### src/rtl/cla_topic_buf_alloc_arb.sv
// cla_topic_buf_alloc_arb: round-robin sharing of the free list alloc/release ports,
// plus init/re-init sequencing and outstanding-buffer accounting.
module cla_topic_buf_alloc_arb #(
  parameter int BPTR_NBITS = 8,
  parameter int NREQ       = 4,
  parameter int NREL       = 2
) (
  input  logic                       clk,
  input  logic                       rst,
  input  logic [NREQ-1:0]            alloc_req,
  output logic [NREQ-1:0]            alloc_gnt,
  output logic [BPTR_NBITS-1:0]      alloc_ptr,
  input  logic [NREL-1:0]            rel_req,
  input  logic [NREL*BPTR_NBITS-1:0] rel_ptr,
  output logic [NREL-1:0]            rel_ack,
  input  logic                       sw_init,
  output logic                       free_buf_rd,
  input  logic [BPTR_NBITS-1:0]      free_buf_ptr,
  input  logic                       freeb_empty,
  input  logic                       freeb_init_done,
  output logic                       freeb_init,
  output logic                       rel_buf_valid,
  output logic [BPTR_NBITS-1:0]      rel_buf_ptr,
  output logic [BPTR_NBITS:0]        inuse_count,
  output logic                       rel_err,
  output logic                       busy
);
  localparam int AW = NREQ > 1 ? $clog2(NREQ) : 1;
  localparam int RW = NREL > 1 ? $clog2(NREL) : 1;
  localparam logic [BPTR_NBITS:0] CNT_MAX = {1'b1, {BPTR_NBITS{1'b0}}};
  typedef enum logic [1:0] {WAIT_INIT, RUN, REINIT_REQ, REINIT_WAIT} state_e;
  state_e                  state_q;
  logic [NREQ-1:0]         alloc_gnt_q, a_elig;
  logic [NREL-1:0]         rel_ack_q, r_elig;
  logic [BPTR_NBITS-1:0]   alloc_ptr_q, rel_ptr_q;
  logic [AW-1:0]           rr_a_q, a_win;
  logic [RW-1:0]           rr_r_q, r_win;
  logic                    a_any, r_any, r_fire, r_fwd, pop;
  logic                    rel_valid_q, finit_q, err_q, err_d;
  logic [BPTR_NBITS:0]     cnt_q, cnt_d;
  assign a_elig = alloc_req & ~alloc_gnt_q;
  assign r_elig = rel_req & ~rel_ack_q;
  // Descending scan so the last hit is the first eligible client after the rr pointer.
  always_comb begin
    a_win = rr_a_q;
    a_any = 1'b0;
    for (int i = NREQ; i >= 1; i--)
      if (a_elig[(int'(rr_a_q) + i) % NREQ]) begin
        a_win = AW'((int'(rr_a_q) + i) % NREQ);
        a_any = 1'b1;
      end
  end
  always_comb begin
    r_win = rr_r_q;
    r_any = 1'b0;
    for (int i = NREL; i >= 1; i--)
      if (r_elig[(int'(rr_r_q) + i) % NREL]) begin
        r_win = RW'((int'(rr_r_q) + i) % NREL);
        r_any = 1'b1;
      end
  end
  assign pop         = (state_q == RUN) && a_any && !freeb_empty && freeb_init_done;
  assign r_fire      = (state_q != WAIT_INIT) && r_any;
  assign r_fwd       = r_fire && (state_q == RUN);
  assign free_buf_rd = pop;
  always_comb begin
    cnt_d = cnt_q;
    err_d = err_q;
    if (state_q == REINIT_WAIT && freeb_init_done) begin
      cnt_d = '0;
      err_d = 1'b0;
    end else if (pop && !r_fwd) begin
      cnt_d = (cnt_q == CNT_MAX) ? cnt_q : cnt_q + 1'b1;
    end else if (r_fwd && !pop) begin
      cnt_d = (cnt_q == '0) ? cnt_q : cnt_q - 1'b1;
      err_d = err_q | (cnt_q == '0);
    end
  end
  always_ff @(posedge clk) begin
    if (rst) begin
      state_q     <= WAIT_INIT;
      alloc_gnt_q <= '0;
      alloc_ptr_q <= '0;
      rel_ack_q   <= '0;
      rel_ptr_q   <= '0;
      rel_valid_q <= 1'b0;
      rr_a_q      <= '0;
      rr_r_q      <= '0;
      finit_q     <= 1'b0;
      cnt_q       <= '0;
      err_q       <= 1'b0;
    end else begin
      alloc_gnt_q <= pop ? NREQ'(1) << a_win : '0;
      rel_ack_q   <= r_fire ? NREL'(1) << r_win : '0;
      rel_valid_q <= r_fwd;
      cnt_q       <= cnt_d;
      err_q       <= err_d;
      if (pop) begin
        alloc_ptr_q <= free_buf_ptr;
        rr_a_q      <= a_win;
      end
      if (r_fire) rr_r_q <= r_win;
      if (r_fwd) rel_ptr_q <= rel_ptr[r_win*BPTR_NBITS +: BPTR_NBITS];
      case (state_q)
        WAIT_INIT: if (freeb_init_done) state_q <= RUN;
        RUN: if (sw_init) begin
          state_q <= REINIT_REQ;
          finit_q <= 1'b1;
        end
        REINIT_REQ: if (!freeb_init_done) begin
          state_q <= REINIT_WAIT;
          finit_q <= 1'b0;
        end
        default: if (freeb_init_done) state_q <= RUN;
      endcase
    end
  end
  assign alloc_gnt     = alloc_gnt_q;
  assign alloc_ptr     = alloc_ptr_q;
  assign rel_ack       = rel_ack_q;
  assign rel_buf_valid = rel_valid_q;
  assign rel_buf_ptr   = rel_ptr_q;
  assign freeb_init    = finit_q;
  assign inuse_count   = cnt_q;
  assign rel_err       = err_q;
  assign busy          = state_q != RUN;
endmodule

### config.mk
export PLATFORM = sky130hd
export DESIGN_NAME = cla_topic_buf_alloc_arb
export DESIGN_NICKNAME = d
export VERILOG_FILES = /design/src/rtl/cla_topic_buf_alloc_arb.sv
export SDC_FILE = /design/constraint.sdc
export NUM_CORES = 1
export LEC_CHECK = 0
export ABC_AREA = 1
export CELL_PAD_IN_SITES_DETAIL_PLACEMENT = 1
export CELL_PAD_IN_SITES_GLOBAL_PLACEMENT = 1
export CORE_MARGIN = 2
export CORE_UTILIZATION = 32
export CTS_CLUSTER_SIZE = 14
export DETAILED_ROUTE_END_ITERATION = 6
export GPL_TIMING_DRIVEN = 0
export PLACE_DENSITY_LB_ADDON = 0.1
export SLEW_MARGIN = 20
export SYNTH_ARGS = -nofsm -noshare
export SYNTH_HDL_FRONTEND = slang
export SYNTH_SLANG_ARGS = --single-unit
export TNS_END_PERCENT = 5
### constraint.sdc
create_clock -name clk -period 3.6 [get_ports clk]
set_clock_uncertainty 0.2 [all_clocks]
set_input_delay 1.08 -clock clk [delete_from_list [all_inputs] [get_ports clk]]
set_output_delay 1.08 -clock clk [all_outputs]
set_load 0.01 [all_outputs]
-- Word-level counts from Yosys, hierarchy flattened
Index checks and enable logic that the tools add are counted.
- $add $sub $neg: 8
- $lt $le $gt $ge: 6
- equality and inequality tests: 9
- shift operators: 3
- mux-type cells: 41
- bitwise gates (word level): 14
- reduce and logical (&&, ||, !) cells: 27
- operators by type and width (kind ; count):
    9-bit 2-to-1 mux ; 4
    1-bit 2-to-1 mux ; 24
    3-bit by 4-bit less-than comparator with 1-bit output, second input constant ; 4
    16-bit by 5-bit indexed part select with 8-bit output ; 1
    2-bit 2-to-1 mux ; 7
    2-bit OR reduction ; 7
    9-bit by 1-bit adder with 9-bit output, second input constant ; 1
    9-bit equality test, second input constant ; 1
    9-bit logical NOT ; 1
    3-bit AND reduction ; 3
    9-bit by 1-bit subtractor with 9-bit output, second input constant ; 1
    1-bit binary-select mux with 2-bit select ; 4
    1-bit logical AND ; 8
    2-bit inequality test, second input constant ; 4
    1-bit bitwise AND, first input constant ; 6
    2-bit by 3-bit less-than comparator with 1-bit output, second input constant ; 2
    2-bit nonzero test ; 3
    2-bit by 1-bit adder with 2-bit output, second input constant ; 2
    2-bit adder, second input constant ; 2
    4-bit bitwise AND ; 1
    2-bit equality test, second input constant ; 2
    4-bit inverter ; 1
    2-bit case mux with 2 select lines ; 1
    1-bit by 2-bit << shifter with 4-bit output, first input constant ; 1
    12 further kinds ; 17
- register bits: 39
- output and inout bits: 36
- logic and storage cells: 119

-- Longest topological paths before layout
Gate-level depths: netlist of the first run.
- word-level depth: 17
- mapped depth: 17
- mapped depth without buffers: 16

-- Worst setup path after synthesis of the first run
Ideal clock, no wire load.
- path kind: input port to flip-flop
- start: input port rel_req[1]
- end: register cnt_q[8], in the netlist inuse_count[8]
- library setup time: 120 ps
- data arrival time: 3030 ps
- path slack: 251 ps
- stages: 15
- buffers on the path: 1
- cell sequence: nand2_1 nand2_1 nand2_1 nor2_2 buf_4 inv_1 ha_1 inv_1 ha_1 inv_1 o21ai_0 a21oi_1 nand2_1 a21oi_1 a21oi_1
- cells in the longest elaborated chain, start to end: 12
- elaborated cells between the ends (all ways): 19
- ends and longest elaborated chain (item ; line ; source):
    from (decl) ; 13 ; input logic [NREL-1:0] rel_req,
    2-bit bitwise AND (*) ; 42 ; assign r_elig = rel_req & ~rel_ack_q;
    1-bit 2-to-1 mux (implied by the code) (3 in a row) ; 57 ; if (r_elig[(int'(rr_r_q) + i) % NREL]) begin
    1-bit 2-to-1 mux ; 57 ;
    1-bit 2-to-1 mux (*) ; 57 ;
    1-bit logical AND (*) ; 63 ; assign r_fire = (state_q != WAIT_INIT) && r_any;
    1-bit logical AND (*) ; 64 ; assign r_fwd = r_fire && (state_q == RUN);
    net r_fwd ; 38 ; logic a_any, r_any, r_fire, r_fwd, pop;
    1-bit logical NOT ; 72 ; end else if (pop && !r_fwd) begin
    1-bit logical AND ; 72 ;
    2-bit inequality test (no source line) / 2-bit nonzero test (equally long branches) ; - ;
    3-bit AND reduction (no source line) ; - ;
    to (signal assigned) ; 96 ; cnt_q <= cnt_d;
    to (decl) ; 40 ; logic [BPTR_NBITS:0] cnt_q, cnt_d;
Mark *: on every way through the listed nets, which the timed path passes. The rest lies on a longest branch. The select of a mux whose other input is x is not followed.
A chain may end at the register's enable or synchronous reset.

-- Worst setup path in the final report of the first run
- start: input port alloc_req[1]
- end: output port free_buf_rd
- cells in the longest elaborated chain, start to end: 11
- elaborated cells between the ends (all ways): 20
- ends and longest elaborated chain (item ; line ; source):
    from (decl) ; 10 ; input logic [NREQ-1:0] alloc_req,
    4-bit bitwise AND (*) ; 41 ; assign a_elig = alloc_req & ~alloc_gnt_q;
    1-bit binary-select mux with 2-bit select ; 48 ; if (a_elig[(int'(rr_a_q) + i) % NREQ]) begin
    1-bit 2-to-1 mux (implied by the code) (2 in a row) ; 48 ;
    1-bit 2-to-1 mux (3 in a row) ; 48 ;
    1-bit 2-to-1 mux (*) ; 48 ;
    1-bit logical AND (*) (3 in a row) ; 62 ; assign pop = (state_q == RUN) && a_any && !freeb_empty && freeb_init_done;
    to (decl) ; 17 ; output logic free_buf_rd,
Mark *: on every way between the ends. The rest lies on a longest branch, timed or not. The select of a mux whose other input is x is not followed.

==> results.md, run 1 <==
- The run finished with clean final reports.
- The count of final max-slew check failures is 0.
- The area of the core is 6760 um2.
- Power spread over the standard cell area amounts to 657 nW/um2.
- Excluding fillers, the count of instances in the completed layout stands at between 400 and 500.
- Once the floorplan was initialized, standard cells occupied ~33% of the core.
- The signal on the critical path passes through clkdlybuf4s50_1, nand2_1, nand4_1, nand2_2, inv_2, buf_6, buf_6.
- The routed via count divided by cell count is around 4.8.
- The number of hold violations in the final report was 0.
- The number of DRC markers in iteration 0 is 31.
- Counting tap cells, the placed design contains a total of between 400 and 500 instances.
- The cell count after synthesis is between 300 and 400.
- Summing internal, switching and leakage power gives ~2.1 mW.
- The antenna diode instance count is 0.
- The part of the power in registers is 28.6%.
- The layout has 864 filler cells.
- The worst path in the final design needs a cycle of 3.45 ns, including I/O delays and setup.
- The H-tree was split into 2 levels.
- The sink count of the clock tree is 39.
- The detailed-route wire length is 6480 um.
- Once detailed placement completed, the half-perimeter wirelength came to 4960 um.
- Max-cap violations in this run came to 0.
- The worst pin sits at a relative slew slack of 48.1%.
- Across all hold checks on the routed design, the worst slack comes to 0.275 ns.
- Entering global routing, the biggest net connects 13 pins.
- At the end of routability-driven placement, the weighted congestion stood at 0.813.
- The first detailed-routing pass took 4 iterations.
- The proportion of power drawn by combinational gates is 57.0%.
- Global routing used between 15 and 20% of the available tracks across all layers.
- The total number of nets in the final design is 446.
- The highest clock rate is 290 MHz.
- The most frequent cell on the critical path is buf_6.
- The average detailed-routed wire length per instance is 13.6 um.
- Setup repair after global routing could not meet its margin everywhere.
- After detailed routing, the number of remaining DRC violations is 0.
- For this run the aggregate overflow at the end of global routing stands at 0.
- The internal power component is ~1.2 mW.
- From bottom edge to top edge, the die measures 87.3 um.
- The cell with the most instances after synthesis is nand2_1.
- The routed via count is between 2,000 and 2,500.
- The worst path arrival time is 2.17 ns.
- Sequential cells were found to cover 35.1% of the synthesized design area.
- The cell taking the most area after synthesis is dfxtp_1.
- The peak supply drop is 357 uV.
- The portion of total power attributed to the clock network is 14.4%.
- The required time at the endpoint of the critical path is around 2.3 ns.
- The analysis attributes to cell leakage a power of ~1.5 nW.
- The classification of the worst setup path is input pin to output port.
- In this run the count of I/O pins placed on the die edge is 71.
- The clock latency on the worst-skew pair is approximately 0.3 ns.
- Of the post-synthesis cell area, the dominant cell type holds a little over a third.
- TritonCTS created 5 clock buffers.
- Synthesis instantiated 36 different standard cells from the library.
- The area of the mapped netlist is about 2200 um2.
- Dividing the final minimum period by the clock period gives 95.7%.
- Counting both buffers and inverters, the worst setup path holds a total of 4.
- The area of placed instances is between 3000 and 4000 um2.
- By count the netlist is led by nand2_1, inv_1, dfxtp_1.
- The number of antenna violations at the first check in global routing was 0.
- The count of buffers added on input and output ports is 70.
- The initialized floorplan defines 30 standard-cell rows.
- The die outline area is between 7000 and 8000 um2.
- Among all flip-flop cells after synthesis, the most frequent one is dfxtp_1.
- When the netlist entered floorplanning its net count stood at 362.
- The final setup violation count is 0.
- Along the worst path, the maximum fanout reaches 4.
- The switching fraction of total power is about 43%.
- The worst setup path is launched from an input pin.
- The min-delay analysis places its worst path in the category flop to flop.
- At the pin with the least slew margin, the transition time is 0.778 ns.
- TritonCTS built the clock tree.
- The worst setup path is captured at an output port.
- The Yosys step of the flow raised 0 warnings.
- The number of storage elements in the synthesis netlist is 39.
- The category of cells accounting for the largest share of critical-path delay is buffers and inverters.
- The slowest stage of the critical path is the clkdlybuf4s50_1 cell.
- The first global-routing pass estimated around 11,000 um of wire.
- For this run, the slowest stage of the critical path takes 0.46 ns.
- The share of final-layout standard cells stronger than drive strength 1 is between 10% and 20%.
- The number of global-route vias before repair was 2,303.
- The switching power is 914 uW.
- The area added between synthesis and finish is 45.3%.
- At the end of the flow the core is filled with cells to 47.8%.
- The average instance in the mapped netlist occupies 7.12 um2.
- Once detail routing completed, the nets flagged for antenna violations numbered 0.
- The clock root buffer is clkbuf_8.
- Hold repair after CTS inserted 0 buffers.
- The overall die width is ~87 um.
- Clock-pin slew was measured on the worst setup and hold paths at 0.08 ns.
- Counting flops with an async set or reset pin after synthesis yields a share of 0%.
- Once layout is done, the placed cells without fillers occupy 3230 um2.
- The number of synthesized flops with an enable pin is 0.
- The clock passes through at most 2 buffers.
- Ranked by total cell area, the synthesized netlist is headed by dfxtp_1, nand2_1, ha_1, inv_1, nor2_1.
==> metal layers <==
layer / share of wire (%) / GRT usage, % / vias to the layer above / routed length, um
met5: 0 / 0 / - / 0
met4: 1.6 / 5.73 / 0 / 106
met3: 3.9 / 3.79 / 7 / 252
met2: 49 / 30.0 / 44 / 3190
met1: 45 / 22.6 / 1082 / 2930
li1: - / - / 1164 / -
==> state kept, by name, summed over array words and instances (netlist names) <==
name,flops
freeb_init,1
rel_ack,2
rel_err,1
rr_a_q,2
alloc_gnt,4
state_q,2
alloc_ptr,8
rel_buf_valid,1
inuse_count,9
rel_buf_ptr,8
rr_r_q,1
==> tightest hold or removal path: stages (launching register included) <==
cell	delay (ns)
dfxtp_1	0.32
inv_1	0.05
a221oi_1	0.06
==> final cells by class <==
type	count	area (um2)	area share [%]
flip-flops and latches	39	781	24.2
plain buffers	7	57.6	1.78
clock buffers	6	72.6	2.25
clock inverters	2	12.5	0.388
repair buffers	77	758	23.5
multi-input cells	214	1240	38.5
well taps	80	100	3.10
inverters	52	203	6.28
==> logic make-up after synthesis <==
family / share of synthesized area, %
simple gates: 27.3
flops: 35.1
compound gates: 15.3
xor+xnor: 2.37
buf+inv: 11.1
fa+ha+maj: 8.78
==> final timing paths <==
| kind | startpoint | to | slack [ns] | cells after the start |
|---|---|---|---|---|
| max | alloc_req[1] | free_buf_rd | 0.15 | 7 |
| max reg2reg | state_q[0] | inuse_count[8] | 0.85 | 16 |
| min | freeb_init | freeb_init | 0.28 | 2 |
| min reg2reg | freeb_init | freeb_init | 0.28 | 2 |
==> stage by stage <==
step                TNS [ns]  worst slack (ns)
floorplan                  0             0.251
global placement       -5.32            -0.731
detailed placement     -5.70            -0.760
CTS                  -0.0311           -0.0311
global route         -0.0572           -0.0262
finish                     0             0.155
==> power by group through the flow <==
stage                     clock [mW]  combinational (mW)  sequential [mW]
after floorplan                    0               0.705            0.641
after global placement             0                1.10            0.615
after detailed placement           0                1.13            0.617
after CTS                      0.315                1.16            0.610
after global routing           0.330                1.37            0.623
final                          0.305                1.21            0.606
==> placed cells by master (no fill, tap or decap), types with 7 or more instances in the layout <==
cell type	n
a21oi_1	16
buf_4	7
clkdlybuf4s50_1	66
dfxtp_1	39
ha_1	13
inv_1	44
nand2_1	64
nand3_1	21
nor2_1	33
o211ai_1	8
o21ai_0	16
==> timing repair <==
item                       in CTS  in global routing
pin swaps                       3                  7
gates resized for setup        16                 11
setup buffers                   3                  4
setup endpoints to repair       9                  6
No activity file was read; power rests on OpenSTA's default activity.
==> run 2, diff against run 1 <==
--- a/config.mk
+++ b/config.mk
@@ -9,7 +9,7 @@
 export CELL_PAD_IN_SITES_DETAIL_PLACEMENT = 1
 export CELL_PAD_IN_SITES_GLOBAL_PLACEMENT = 1
 export CORE_MARGIN = 2
-export CORE_UTILIZATION = 32
+export CORE_UTILIZATION = 35
 export CTS_CLUSTER_SIZE = 14
 export DETAILED_ROUTE_END_ITERATION = 6
 export GPL_TIMING_DRIVEN = 0
==> constraint.sdc (replaced) <==
create_clock -name clk -period 4.3 [get_ports clk]
set_clock_uncertainty 0.2 [all_clocks]
set_input_delay 1.29 -clock clk [delete_from_list [all_inputs] [get_ports clk]]
set_output_delay 1.29 -clock clk [all_outputs]
set_load 0.01 [all_outputs]
==> run 2 against run 1 <==
  * Cell count shrank 2.3%
  * Hold slack worse by 0.012 ns
  * Routed wire length shrank 4.7%
  * Die area shrank 8.2%
  * Largest cell class unchanged
  * Highest routed layer unchanged
==> results.md, run 2 (synthesis results as in run 1) <==
- The signal on the critical path passes through clkdlybuf4s50_1, inv_1, nor2_1, inv_1, nand4_1, nand2_1, inv_2, buf_6, clkdlybuf4s15_1.
- After detailed routing, the total wire length is 6180 um.
- The total number of nets in the final design is 439.
- The required time at the endpoint of the critical path is 2.81 ns.
- The classification of the worst setup path is input pin to output port.
- The clock tree from TritonCTS is done.
- The worst-case register-to-register setup slack is 1.13 ns.
- The post-route netlist has 9.25% of its cells at a drive strength greater than 1.
- The number of hold violations in the final report is 0.
- The overflow left after global routing is 0.
- Counting both buffers and inverters, the worst setup path holds a total of 6.
- The number of fill cells in the layout is 791.
- The utilization after layout is just over 50%.
- The global routing usage summed across all routing layers is 18.2%.
- The longest clock path from root to sink contains 2 buffers.
- In the post-route analysis, the smallest setup slack over all paths is 0.125 ns.
- The number of global-route vias before repair is ~2,300.
- The area of combinational cells with multiple inputs is 1200 um2.
- In the layout the commonest cells are clkdlybuf4s50_1, nand2_1, inv_1, dfxtp_1, nor2_1.
- The worst-case IR drop observed on VDD is about 290 uV.
- The sum of negative setup slack is 0 ns.
- The sort of element at the start of the critical path is an input pin.
- Measured against its own limit, the worst slew margin works out to 51.6%.
- The clock latency on the worst-skew pair is 0.30 ns.
- The port buffer count is 70.
- Setup repair after global routing left no endpoint under its margin.
- The cell count along the critical path is 9.
- The region available for standard cell placement spans about 6200 um2.
- The starting utilization of the core area is between 30% and 40%.
- The storage element area is around 780 um2.
- The power density over the cells is 557 nW/um2.
- The flow ran to the end, and the final reports show no timing, DRC or antenna violations.
- The worst path arrival time is about 2.7 ns.
- The master of the slowest instance on the critical path is clkdlybuf4s50_1.
- The number of standard cells in the layout, taps in and fillers out is 466.
- The portion of total power attributed to the clock network is ~17%.
- Entering global routing, the biggest net connects 12 pins.
- The wire-length estimate of the detail-placed layout is 4810 um.
- In this run the cell area measured after placement is 3020 um2.
- Combinational cells account for 53.8% of the total power.
- The initialized floorplan defines 29 standard-cell rows.
- Before antenna repair, the detailed router went through 4 iterations.
- The worst reg-to-reg path cell count is 16.
- The remaining number of nets flagged by the antenna check after routing is 0.
- The average detailed-routed wire length per instance is ~13 um.
- The number of antenna violations at the first check in global routing was 0.
- The internal power of the cells totals 1.03 mW.
- Pin placement for this block handled 71 I/O pins.
- The capture point of the worst reg-to-reg path is inuse_count[8].
- Across all layers, the routed design uses 2,213 vias.
- The worst-margin pin slew is 0.726 ns.
- The die covers 7000 um2.
- Of the total power, registers draw 29.0%.
- The height of the chip is between 80 and 90 um.
- The number of DRC markers in iteration 0 is 28.
- In this run switching power makes up 41.3% of total power.
- The largest fanout on the critical path is 11.
- The deepest level of the CTS H-tree is 2.
- Prior to clock tree synthesis, the placed netlist has a worst setup slack of -0.310 ns.
- The overall die width is around 84 um.
- The total leakage power is 1.44 nW.
- In this run, post-CTS hold repair placed 0 buffers.
- Timing would allow up to 240 MHz.
- The min-delay analysis places its worst path in the category flop to flop.
- The reg-to-reg critical path startpoint is state_q[0].
- TritonCTS created 5 clock buffers.
- The minimum hold slack is roughly 0.26 ns.
- Setup violations remaining at the end of the flow were counted as 0.
- The antenna diode instance count is 0.
- The final critical-path required period is 4.17 ns.
- Once layout is done, the placed cells without fillers occupy 3140 um2.
- The switching power is 723 uW.
- The last element of the critical path is free_buf_rd.
- The stage delay of the slowest cell on the critical path is around 0.48 ns.
- After detailed placement, the design holds a cell count of 459.
- The completed layout was analyzed and its total power is roughly 1.7 mW.
- Dividing the final minimum period by the clock period gives 97.1%.
- The global-route wire length before repair is 10,300 um.
- In this design, the critical path's most frequently occurring cell is inv_1.
- The most critical setup path has its startpoint at alloc_req[0].
- At the end of routability-driven placement, the weighted congestion stood at 0.781.
- Relative to the synthesized area, the layout overhead comes to 41.2%.
- The clock root buffer is clkbuf_8.
- The number of flip-flops under the largest register name is 9.
- The count of final max-slew check failures is 0.
- The tree built by TritonCTS fans out to 39 sinks.
- The number of max-cap violations is 0.
- On the critical path the largest part of the delay comes from buffers and inverters.
- STA classifies the critical path endpoint as an output port.
- The library cell used most frequently in the layout, excluding fill and tap cells, is clkdlybuf4s50_1.
- Clock-pin slew was measured on the worst setup and hold paths at roughly 0.070 ns.
- In the routed layout, each cell is associated on average with a via count of 4.75.
- The detailed-route DRC error count is 0.
-- run 2: worst min path at each step --
stage,start,end,cells past startpoint
global placement,rel_err,rel_err,2
detailed placement,rel_err,rel_err,2
finish,rel_err,rel_err,2
global route,rel_err,rel_err,2
floorplan,rel_err,rel_err,2
CTS,rel_err,rel_err,2
-- run 2: power by group through the flow --
| stage | Clock [mW] | Sequential, mW | Combinational (mW) |
|---|---|---|---|
| 4_1_cts | 0.311 | 0.508 | 0.953 |
| 2_1_floorplan | 0 | 0.536 | 0.590 |
| 5_1_grt | 0.325 | 0.520 | 1.08 |
| 3_5_place_dp | 0 | 0.515 | 0.946 |
| 6_report | 0.299 | 0.508 | 0.942 |
| 3_3_place_gp | 0 | 0.512 | 0.924 |
-- run 2: worst register-to-register path: stages, from the launching register on --
cell,delay (ns)
dfxtp_1,0.40
inv_1,0.09
ha_1,0.19
inv_1,0.07
nand2_1,0.10
nor2_4,0.23
buf_4,0.24
inv_1,0.06
ha_1,0.26
inv_2,0.17
ha_1,0.29
inv_1,0.10
o21ai_0,0.12
a21oi_1,0.25
nand2_1,0.08
a21oi_1,0.14
a21oi_1,0.07
-- run 2: what timing repair did --
item	in CTS	in global routing
setup endpoints to repair	1	5
setup buffers	0	0
gates resized for setup	2	7
-- run 2: cell type report --
type	count	area share [%]
Timing Repair Buffer	70	22.3
Tap cell	77	3.07
Multi-Input combinational cell	214	38.4
Sequential cell	39	24.9
Clock inverter	1	0.957
Buffer	7	1.71
Clock buffer	6	2.31
Inverter	52	6.38
-- run 2: per-layer routing --
metal	routed length, um	share of wire, %	track usage (%)
met5	0	0	0
met4	67	1.1	4.84
met3	198	3.2	3.96
met2	3140	51	32.4
met1	2770	45	22.0
==> run 3, diff against run 2 <==
--- a/config.mk
+++ b/config.mk
@@ -8,12 +8,13 @@
 export ABC_AREA = 1
 export CELL_PAD_IN_SITES_DETAIL_PLACEMENT = 1
 export CELL_PAD_IN_SITES_GLOBAL_PLACEMENT = 1
-export CORE_MARGIN = 2
+export CORE_MARGIN = 3
 export CORE_UTILIZATION = 35
 export CTS_CLUSTER_SIZE = 14
 export DETAILED_ROUTE_END_ITERATION = 6
 export GPL_TIMING_DRIVEN = 0
 export PLACE_DENSITY_LB_ADDON = 0.1
+export SKIP_CTS_REPAIR_TIMING = 1
 export SLEW_MARGIN = 20
 export SYNTH_ARGS = -nofsm -noshare
 export SYNTH_HDL_FRONTEND = slang
==> run 3 against run 2 <==
  * Power shrank 0.53%
  * Routed wire length grew 3.3%
  * Sequential power barely moved
  * Critical path depth did not move
  * First-iteration DRC count rose by 18%
  * Combinational power grew 0.4%
  * Die area increased by 4.8%
  * Worst setup slack better by 0.025 ns
  * Largest power group unchanged
==> results.md, run 3 (synthesis results as in run 1) <==
- In the routed design, unresolved DRC markers number 0.
- The share of final-layout standard cells stronger than drive strength 1 is 9.23%.
- Overall power consumption after layout is estimated at around 1.7 mW.
- In the final routed layout, each cell accounts on average for 13.7 um.
- The kind of cell with the highest combined delay along the critical path is buffers and inverters.
- The master of the slowest instance on the critical path is clkdlybuf4s50_1.
- The sort of element at the start of the critical path is an input pin.
- Summed over all cells, the static leakage comes to 1.45 nW.
- The most frequent cell on the critical path is inv_1.
- The peak supply drop is a little under 300 uV.
- The first routing iteration left 33 violations.
- Setup repair after global routing left no endpoint under its margin.
- The half-perimeter wire length of the detailed placement result is between 4000 and 5000 um.
- The clock tree buffer depth is 2.
- The remaining number of nets flagged by the antenna check after routing is 0.
- The utilization after layout is a little over 50%.
- The largest net degree at the start of global routing is 13.
- The final critical-path required period is just over 4 ns.
- The H-tree was split into 2 levels.
- The top cell types in the final layout, fill and taps aside, are clkdlybuf4s50_1, nand2_1, inv_1, dfxtp_1, nor2_1.
- The run finished with clean final reports.
- The count of buffering cells on the critical path with inverters included is 6.
- The routed via count is 2,251.
- Row generation in the floorplan step produced 28 rows.
- The die covers 7340 um2.
- The kind of end point of the critical path is an output port.
- Across every metal layer, demand over resource in global routing totals a little under a fifth.
- In the routed layout, each cell is associated on average with a via count of 4.84.
- The number of global-route vias before repair is 2,287.
- Data arrives at the worst endpoint at about 2.7 ns.
- The number of antenna violations at the first check in global routing is 0.
- The antenna diode instance count is 0.
- The stage delay of the slowest cell on the critical path is approximately 0.50 ns.
- The number of flip-flops under the largest register name is 9.
- The post-route clock period utilization is between 90% and 100%.
- The die is 85.7 um wide.
- The highest clock rate is 241 MHz.
- The global placer's final weighted congestion is around 0.79.
- The final setup violation count is 0.
- The clock drives 39 sinks.
- The starting utilization of the core area is between 30% and 40%.
- The first global-routing pass estimated 10,700 um of wire.
- Input and output buffers added on the ports amount to 70.
- In this run the worst path has a maximum fanout of 11.
- At the pin with the least slew margin, the transition time is 0.761 ns.
- The clock-pin slew of the registers on the worst-case setup and hold paths is 0.08 ns.
- At the end of the flow, the number of nets in the layout was 439.
- The setup slack at placement is -0.321 ns.
- The length of the first detailed-routing pass in iterations is 4.
- CTS placed an instance of clkbuf_8 at the clock tree root.
- After global routing the overflow that remains totals 0.
- The routed design has ~6400 um of wire.
- The required time at the endpoint of the critical path is 2.81 ns.
- The number of standard cells in the layout, taps in and fillers out is 465.
- The clock tree from TritonCTS is done.
- The number of hold violations in the final report was 0.
- The classification of the worst setup path is input pin to output port.
- 71 I/O pins were placed.
- In this run the tightest slew margin relative to its limit is 49.2%.
- The area of the core is 6030 um2.
- The power density over the cells is 555 nW/um2.
- After layout, the worst setup slack is between 0.15 and 0.2 ns.
- The number of max-cap violations is 0.
- The clock reaches the later pin of the worst-skew pair after 0.30 ns.
- The critical path goes through clkdlybuf4s50_1, inv_1, nor2_1, inv_1, nand4_1, nand2_1, inv_1, buf_4, dlymetal6s2s_1.
- Buffers inserted during clock tree synthesis total 5.
- In this run the vertical extent of the chip is 85.7 um.
- The type of the most critical hold path is flop to flop.
- Counting tap cells, the placed design contains a total of 457 instances.
- Leaving out fill and tap cells, the most frequent cell in the layout is clkdlybuf4s50_1.
- The area growth from synthesis to layout is 41.0%.
- The count of final max-slew check failures is 0.
[run 3: changes by cell type in the layout (fill, tap and decap cells not counted), sizes merged]
cell,before,now
clkinvlp,0,1
clkdlybuf4s15,1,0
bufinv,1,0
clkbuf,8,9
dlymetal6s2s,0,1
[run 3: final timing paths]
| path | from | end | slack [ns] | depth (start not counted) |
|---|---|---|---|---|
| hold reg to reg | rel_err | rel_err | 0.27 | 2 |
| hold / removal | rel_err | rel_err | 0.27 | 2 |
| setup reg to reg | state_q[0] | inuse_count[8] | 1.23 | 16 |
| setup / recovery | alloc_req[3] | free_buf_rd | 0.15 | 9 |
[run 3: power by group]
part / internal, mW / total (mW) / switching, mW
clock network: 0.146 / 0.285 / 0.139
logic: 0.414 / 0.946 / 0.532
registers: 0.443 / 0.509 / 0.0662
[run 3: final cells by class]
class | count | area (um2)
buffer | 7 | 50.0
clock buffer | 7 | 96.3
clock inverter | 1 | 7.51
fill | 774 | 2890
inverter | 52 | 200
multi-input combinational | 214 | 1200
sequential | 39 | 781
tap | 75 | 93.8
timing repair buffer | 70 | 703
[run 3: per-stage QoR]
step | instance area (um2) | setup TNS (ns) | hold slack [ns]
after floorplan | 2220 | 0 | 0.274
after global placement | 3020 | -0.976 | 0.253
after detailed placement | 3020 | -1.40 | 0.250
after CTS | 3120 | -0.334 | 0.269
after global routing | 3130 | 0 | 0.306
final | 3130 | 0 | 0.265
[run 3: metal layers]
layer	part of all wire [%]	global-route usage, %	vias to the layer above
li1	-	-	1149
met2	47	30.9	43
met4	2.1	6.62	0
met1	47	22.8	1048
met5	0	0	-
met3	4.0	3.65	11
[run 3: tightest hold or removal path, cell delays in order (launching register included)]
cell and delay, ns:
dfxtp_1 0.32, inv_1 0.05, a21oi_1 0.05
